## src/rtl/c_writeback_merger_if.sv

```systemverilog
// Bus bundle for c_writeback_merger: operation control, the two C row streams,
// the merged C-memory write port and status flags.
interface c_writeback_merger_if #(
    parameter int unsigned DWIDTH       = 8,
    parameter int unsigned MAT_MUL_SIZE = 8,
    parameter int unsigned AWIDTH       = 10
);
    localparam int unsigned DW = DWIDTH * MAT_MUL_SIZE;

    logic              start;
    logic [DW-1:0]     c_data_0;
    logic [AWIDTH-1:0] c_addr_0;
    logic              c_valid_0;
    logic [DW-1:0]     c_data_1;
    logic [AWIDTH-1:0] c_addr_1;
    logic              c_valid_1;
    logic              wr_ready;
    logic              wr_en;
    logic [AWIDTH-1:0] wr_addr;
    logic [DW-1:0]     wr_data;
    logic              busy;
    logic              done;
    logic              err;

    modport master (
        output start, c_data_0, c_addr_0, c_valid_0, c_data_1, c_addr_1, c_valid_1, wr_ready,
        input  wr_en, wr_addr, wr_data, busy, done, err
    );

    modport slave (
        input  start, c_data_0, c_addr_0, c_valid_0, c_data_1, c_addr_1, c_valid_1, wr_ready,
        output wr_en, wr_addr, wr_data, busy, done, err
    );
endinterface

```

## src/rtl/c_writeback_merger.sv

```systemverilog
// Captures two non-stallable C row streams into small FIFOs and round-robin merges them
// onto a single registered C-memory write port. Reports done once every row is written.
module c_writeback_merger #(
    parameter int unsigned DWIDTH        = 8,
    parameter int unsigned MAT_MUL_SIZE  = 8,
    parameter int unsigned AWIDTH        = 10,
    parameter int unsigned FIFO_DEPTH    = 4,   // power of 2, at least 2
    parameter int unsigned ROWS_PER_TILE = 8
) (
    input logic                clk,
    input logic                resetn,
    c_writeback_merger_if.slave bus
);
    localparam int unsigned DW = DWIDTH * MAT_MUL_SIZE;
    localparam int unsigned EW = AWIDTH + DW;
    localparam int unsigned PW = $clog2(FIFO_DEPTH);
    localparam int unsigned CW = $clog2(ROWS_PER_TILE + 1);
    localparam logic [CW-1:0] RowsMax  = CW'(ROWS_PER_TILE);
    localparam logic [PW:0]   FifoFull = (PW + 1)'(FIFO_DEPTH);

    typedef enum logic [1:0] {StIdle, StRun, StDrain, StDone} state_e;

    state_e            state_q;
    logic              busy_q, done_q, err_q;
    logic [1:0][CW-1:0] row_cnt_q;

    logic [EW-1:0]      fifo_mem [2][FIFO_DEPTH];
    logic [1:0][PW-1:0] wr_ptr_q, rd_ptr_q;
    logic [1:0][PW:0]   fifo_cnt_q;

    logic              wr_en_q;
    logic [AWIDTH-1:0] wr_addr_q;
    logic [DW-1:0]     wr_data_q;
    logic              rr_q;    // 1: stream 1 wins the next tie

    logic [1:0]         beat_valid, fifo_empty, fifo_full, pop, push, counted, beat_err;
    logic [1:0][EW-1:0] beat_entry, fifo_head;
    logic               load, in_run, start_go, drain_done;

    // Capture qualification, arbitration and FSM conditions.
    always_comb begin
        beat_valid    = {bus.c_valid_1, bus.c_valid_0};
        beat_entry[0] = {bus.c_addr_0, bus.c_data_0};
        beat_entry[1] = {bus.c_addr_1, bus.c_data_1};
        in_run        = (state_q == StRun);
        load          = !wr_en_q || bus.wr_ready;
        for (int s = 0; s < 2; s++) begin
            fifo_empty[s] = (fifo_cnt_q[s] == '0);
            fifo_full[s]  = (fifo_cnt_q[s] == FifoFull);
            fifo_head[s]  = fifo_mem[s][rd_ptr_q[s]];
        end
        pop[0] = load && !fifo_empty[0] && (fifo_empty[1] || !rr_q);
        pop[1] = load && !fifo_empty[1] && (fifo_empty[0] || rr_q);
        for (int s = 0; s < 2; s++) begin
            // Every in-RUN beat below the row limit counts, even one lost to overflow,
            // so a dropped row cannot stall completion.
            counted[s]  = beat_valid[s] && in_run && (row_cnt_q[s] != RowsMax);
            // A full FIFO still takes a beat when it is popped on the same cycle.
            push[s]     = counted[s] && (!fifo_full[s] || pop[s]);
            beat_err[s] = beat_valid[s] && !push[s];
        end
        start_go   = bus.start && ((state_q == StIdle) || (state_q == StDone));
        drain_done = fifo_empty[0] && fifo_empty[1] && load;
    end

    // FIFO storage; contents need no reset since occupancy gates every read.
    always_ff @(posedge clk) begin
        for (int s = 0; s < 2; s++) begin
            if (push[s]) fifo_mem[s][wr_ptr_q[s]] <= beat_entry[s];
        end
    end

    // FIFO pointers and occupancy.
    always_ff @(posedge clk or negedge resetn) begin
        if (!resetn) begin
            wr_ptr_q   <= '0;
            rd_ptr_q   <= '0;
            fifo_cnt_q <= '0;
        end else begin
            for (int s = 0; s < 2; s++) begin
                if (push[s]) wr_ptr_q[s] <= wr_ptr_q[s] + PW'(1);
                if (pop[s])  rd_ptr_q[s] <= rd_ptr_q[s] + PW'(1);
                fifo_cnt_q[s] <= fifo_cnt_q[s] + (PW + 1)'(push[s]) - (PW + 1)'(pop[s]);
            end
        end
    end

    // Output write register and round-robin pointer.
    always_ff @(posedge clk or negedge resetn) begin
        if (!resetn) begin
            wr_en_q   <= 1'b0;
            wr_addr_q <= '0;
            wr_data_q <= '0;
            rr_q      <= 1'b0;
        end else if (load) begin
            wr_en_q <= |pop;
            if (pop[0]) begin
                {wr_addr_q, wr_data_q} <= fifo_head[0];
            end else if (pop[1]) begin
                {wr_addr_q, wr_data_q} <= fifo_head[1];
            end
            // Point at the stream that did not win.
            if (|pop) rr_q <= pop[0];
        end
    end

    // Operation FSM with registered status outputs and row counters.
    always_ff @(posedge clk or negedge resetn) begin
        if (!resetn) begin
            state_q   <= StIdle;
            busy_q    <= 1'b0;
            done_q    <= 1'b0;
            err_q     <= 1'b0;
            row_cnt_q <= '0;
        end else begin
            err_q <= (err_q && !start_go) || (|beat_err);
            for (int s = 0; s < 2; s++) begin
                if (start_go) begin
                    row_cnt_q[s] <= '0;
                end else if (counted[s]) begin
                    row_cnt_q[s] <= row_cnt_q[s] + CW'(1);
                end
            end
            unique case (state_q)
                StIdle, StDone: begin
                    if (start_go) begin
                        state_q <= StRun;
                        busy_q  <= 1'b1;
                        done_q  <= 1'b0;
                    end
                end
                StRun: begin
                    if ((row_cnt_q[0] == RowsMax) && (row_cnt_q[1] == RowsMax)) begin
                        state_q <= StDrain;
                    end
                end
                StDrain: begin
                    if (drain_done) begin
                        state_q <= StDone;
                        busy_q  <= 1'b0;
                        done_q  <= 1'b1;
                    end
                end
                default: state_q <= StIdle;
            endcase
        end
    end

    assign bus.wr_en   = wr_en_q;
    assign bus.wr_addr = wr_addr_q;
    assign bus.wr_data = wr_data_q;
    assign bus.busy    = busy_q;
    assign bus.done    = done_q;
    assign bus.err     = err_q;
endmodule

```

## src/flat_wrapper.sv

```systemverilog
// flat-port wrapper written by rule: the top's interface ports become plain ports
module c_writeback_merger_flat 
#(
    parameter int unsigned DWIDTH        = 8,
    parameter int unsigned MAT_MUL_SIZE  = 8,
    parameter int unsigned AWIDTH        = 10,
    parameter int unsigned FIFO_DEPTH    = 4,                            
    parameter int unsigned ROWS_PER_TILE = 8
)
  (clk, resetn, bus_start, bus_c_data_0, bus_c_addr_0, bus_c_valid_0, bus_c_data_1, bus_c_addr_1, bus_c_valid_1, bus_wr_ready, bus_wr_en, bus_wr_addr, bus_wr_data, bus_busy, bus_done, bus_err);
  c_writeback_merger_if #(.DWIDTH(DWIDTH), .MAT_MUL_SIZE(MAT_MUL_SIZE), .AWIDTH(AWIDTH)) bus_i ();
  input logic clk;
  input logic resetn;
  input wire logic [$bits(bus_i.start)-1:0] bus_start;
  input wire logic [$bits(bus_i.c_data_0)-1:0] bus_c_data_0;
  input wire logic [$bits(bus_i.c_addr_0)-1:0] bus_c_addr_0;
  input wire logic [$bits(bus_i.c_valid_0)-1:0] bus_c_valid_0;
  input wire logic [$bits(bus_i.c_data_1)-1:0] bus_c_data_1;
  input wire logic [$bits(bus_i.c_addr_1)-1:0] bus_c_addr_1;
  input wire logic [$bits(bus_i.c_valid_1)-1:0] bus_c_valid_1;
  input wire logic [$bits(bus_i.wr_ready)-1:0] bus_wr_ready;
  output wire logic [$bits(bus_i.wr_en)-1:0] bus_wr_en;
  output wire logic [$bits(bus_i.wr_addr)-1:0] bus_wr_addr;
  output wire logic [$bits(bus_i.wr_data)-1:0] bus_wr_data;
  output wire logic [$bits(bus_i.busy)-1:0] bus_busy;
  output wire logic [$bits(bus_i.done)-1:0] bus_done;
  output wire logic [$bits(bus_i.err)-1:0] bus_err;
  assign bus_i.start = bus_start;
  assign bus_i.c_data_0 = bus_c_data_0;
  assign bus_i.c_addr_0 = bus_c_addr_0;
  assign bus_i.c_valid_0 = bus_c_valid_0;
  assign bus_i.c_data_1 = bus_c_data_1;
  assign bus_i.c_addr_1 = bus_c_addr_1;
  assign bus_i.c_valid_1 = bus_c_valid_1;
  assign bus_i.wr_ready = bus_wr_ready;
  assign bus_wr_en = bus_i.wr_en;
  assign bus_wr_addr = bus_i.wr_addr;
  assign bus_wr_data = bus_i.wr_data;
  assign bus_busy = bus_i.busy;
  assign bus_done = bus_i.done;
  assign bus_err = bus_i.err;
  c_writeback_merger #(.DWIDTH(DWIDTH), .MAT_MUL_SIZE(MAT_MUL_SIZE), .AWIDTH(AWIDTH), .FIFO_DEPTH(FIFO_DEPTH), .ROWS_PER_TILE(ROWS_PER_TILE)) u_core (.clk(clk), .resetn(resetn), .bus(bus_i));
endmodule
```

## config.mk

```make
export PLATFORM = sky130hd
export DESIGN_NAME = c_writeback_merger_flat
export DESIGN_NICKNAME = d
export VERILOG_FILES = /design/src/rtl/c_writeback_merger_if.sv /design/src/rtl/c_writeback_merger.sv /design/src/flat_wrapper.sv
export SDC_FILE = /design/constraint.sdc
export NUM_CORES = 1
export LEC_CHECK = 0
export CELL_PAD_IN_SITES_DETAIL_PLACEMENT = 0
export CELL_PAD_IN_SITES_GLOBAL_PLACEMENT = 1
export CORE_MARGIN = 5
export CORE_UTILIZATION = 40
export DETAILED_ROUTE_END_ITERATION = 8
export PLACE_DENSITY = 0.65
export SYNTH_ARGS = -nofsm -noshare
export SYNTH_HDL_FRONTEND = slang
export SYNTH_SLANG_ARGS = --single-unit
```

## constraint.sdc

```tcl
create_clock -name clk -period 4.65 [get_ports clk]
set_input_delay 0.93 -clock clk [delete_from_list [all_inputs] [get_ports clk]]
set_output_delay 0.93 -clock clk [all_outputs]
set_load 0.005 [all_outputs]
```

==> results.py <==
metrics = {
    "finish": {
        "final_layout_size_suffix_gt1_frac": 0.1965,
        "fin_util": 0.4929,
        "final_common_cell": "edfxtp_1",
        "ff_latch_area_um2": 20370,
        "layout.nets": 1706,
        "multi_input_area_um2": 5598,
        "layout_common_cells": "edfxtp_1, clkdlybuf4s50_1, mux4_2",
        "nFillCells": 5267,
        "syn2layout_area_growth_pct": 22.76,
    },
    "floorplanning": {
        "num_rows": 94,
        "core_region_area_um2": 65510,
        "dieHeight_um": 266.4,
        "dieArea_um2": 70990,
        "floorplan.initialDensity": 0.4015,
        "dieWidth_um": 266.4,
        "ios": 232,
    },
    "route": {
        "ant_nets": 0,
        "routed_wl_um": 59140,
        "dr_wl_met2_um": 30080,
        "top_layer": "met5",
        "drc": 0,
        "met1Wirelength_um": 24970,
        "wl_met3_um": 3128,
        "vias_per_cell": 5.116,
        "drt_iter0_markers": 764,
        "routedWlPerCell_um": 24.06,
        "routed-via-count": 12574,
        "firstDrtPassIters": 5,
    },
    "setup_path": {
        "crit_start": "bus_wr_ready",
        "timing.rr.start": "u_core.state_q[1]",
        "end_kind": "flip-flop",
        "worst-path-buf-inv": 2,
        "crit_chain": "clkdlybuf4s50_1 > nand2b_1 > o21ai_0 > a31oi_2 > and2_4 > buf_4",
        "critPathLaunchType": "primary input",
        "critical_path_class": "in -> reg",
        "required_ps": 4920,
        "critPathArrivalTime_ps": 3240,
        "path_max_fanout": 34,
        "cp_top_family": "buffers and inverters",
        "crit_path_max_incr_delay_ps": 630,
        "cp_slowest_cell": "and2_4",
    },
    "grt": {
        "track_usage": 0.1672,
        "grt_pass1_vias": 13563,
        "grt_antenna_before_repair": 2,
        "grt.overflow.total": 0,
        "grt_pass1_wl_um": 88600,
        "grt_max_degree": 82,
    },
    "flow_run": {
        "maxCapViolations": 0,
    },
    "synth": {
        "syn_nets": 1426,
        "async_flop_share": 0.1482,
        "syn_area_per_cell_um2": 21.01,
        "yosysTopAreaCell": "edfxtp_1",
        "synth_edf_count": 592,
        "ys.flop_type": "edfxtp_1",
        "synth_top_area_frac": 0.6758,
        "ys_ff_latch": 695,
        "synth_area_um2": 26300,
        "synth_area_leaders": "edfxtp_1, mux4_2, dfrtp_1",
        "yosysUniqueCellTypes": 40,
        "synthCells": 1252,
        "yosys_warnings": 0,
        "yosysSeqAreaShare": 0.7738,
    },
    "placement": {
        "hpwlAfterDp_um": 38430,
        "port_buffers": 231,
        "gp_congestion": 0.7166,
    },
    "sta": {
        "final.setup.tns_ps": 0,
        "period_needed_ps": 2969,
        "finalSetupViolations": 0,
        "max_slew_margin": 0.3356,
        "worst_slew_pin_slew_ps": 996.5,
        "slew_viol_final": 0,
        "fmaxAchievable_ghz": 0.3368,
        "hold_viol": 0,
        "clock-skew-final_ps": 16.46,
        "rsz0062_at_grt": "no",
        "fin_crit_sh": 0.6385,
    },
    "clocking": {
        "cts_buffer_depth": 3,
        "post_cts_resized": 0,
        "clkTransAtPathRegs_ps": 50,
        "post_cts_buffers": 0,
        "clock-sinks": 695,
        "htreeDepth": 3,
        "cts_tree": "yes",
        "cts_buffers": 73,
        "hold_buffers": 0,
        "clk_latency_ps": 590,
        "cts_root_buffer": "clkbuf_16",
    },
    "status": {
        "run_status": "completed",
    },
    "power": {
        "max-vdd-ir-drop_v": 0.0003115,
        "power.density_nw_per_um2": 611.4,
        "leakage_nw": 11.09,
    },
    "min_path": {
        "hold_class": "in -> async",
    },
}
[cell type report]
cell class / instances / share of cell area
Clock buffer: 103 / 0.06451
Clock inverter: 33 / 0.01279
Sequential cell: 695 / 0.6308
Multi-Input combinational cell: 477 / 0.1734
Timing Repair Buffer: 265 / 0.08265
Inverter: 20 / 0.002325
Tap cell: 864 / 0.03348
Antenna cell: 1 / 0.00007750
[metrics by stage]
| stage | setup slack (ps) | hold WS (ps) | total power (W) | cells | area (um2) |
|---|---|---|---|---|---|
| 2_1_floorplan | 903.0 | 474.0 | 0.01188 | 1252 | 26300 |
| 3_3_place_gp | 1068 | 460.8 | 0.01402 | 2321 | 29790 |
| 3_5_place_dp | 1021 | 492.3 | 0.01409 | 2321 | 29790 |
| 4_1_cts | 1639 | 432.5 | 0.02012 | 2457 | 32290 |
| 5_1_grt | 1512 | 440.5 | 0.02079 | 2457 | 32290 |
| 6_report | 1681 | 376.1 | 0.01974 | 2458 | 32290 |
[worst paths after layout]
kind / slack [ps] / to / cells after the start
worst max-delay path: 1680 / u_core.fifo_mem[0][302] / 6
worst min-delay path: 380 / u_core.bus.wr_data[23] / 1
worst max register to register: 1830 / u_core.fifo_mem[0][302] / 7
worst min register to register: 500 / u_core.bus.busy / 1
max in group asynchronous: 3190 / u_core.bus.wr_data[9] / 2
min in group clk: 500 / u_core.bus.busy / 1
[sequential cells by signal, summed over array words and instances, names as in the netlist]
register and cells:
u_core.fifo_mem 592, u_core.bus.wr_data 64, u_core.bus.wr_addr 10, u_core.row_cnt_q 8, u_core.fifo_cnt_q 6, u_core.rd_ptr_q 4
u_core.wr_ptr_q 4, u_core.state_q 2, u_core.bus.busy 1, u_core.bus.done 1, u_core.bus.err 1, u_core.bus.wr_en 1
u_core.rr_q 1
[cells in the mapped netlist (3+ instances only)]
library cell  number
mux4_2           148
buf_2             19
and2_1            11
buf_4              7
xnor2_1            9
inv_1             20
mux2i_1           76
a21oi_1           76
clkbuf_1          28
edfxtp_1         592
nor2_1            88
nand2_1            8
xor2_1             7
o21ai_0            5
ha_1              18
buf_8              3
nor3_1             3
dfrtp_1          103
[routing by layer]
| layer | vias up | track usage |
|---|---|---|
| met5 | - | 0 |
| met4 | 2 | 0.04021 |
| met3 | 69 | 0.03134 |
| met2 | 311 | 0.2810 |
| met1 | 6600 | 0.2294 |
| li1 | 5592 | - |
[worst reg2reg max path, cell delays in order (launching register included)]
cell and delay (ps):
dfrtp_1 370, inv_1 100, ha_1 230, and2_1 190, nand2_1 140, a31oi_2 450, and2_4 630, buf_4 380
[logic make-up (layout without fill, tap and decap cells)]
| kind of cell | Yosys count | after routing | synth area share |
|---|---|---|---|
| flip-flops | 695 | 695 | 0.7738 |
| multiplexers | 226 | 226 | 0.1565 |
| other | 0 | 1 | 0 |
| XOR/XNOR | 16 | 16 | 0.005328 |
| AO/OA/AOI/OAI | 89 | 89 | 0.01827 |
| adder cells (fa/ha/maj) | 20 | 20 | 0.01008 |
| AND/OR/NAND/NOR | 126 | 126 | 0.02112 |
| buffers and inverters | 80 | 421 | 0.01489 |
[report_power, final]
group          switching [W]  internal (W)
registers           0.000881       0.00795
logic                0.00225       0.00271
clock network        0.00236       0.00360
Note: power is estimated with default switching activity, not from simulation.
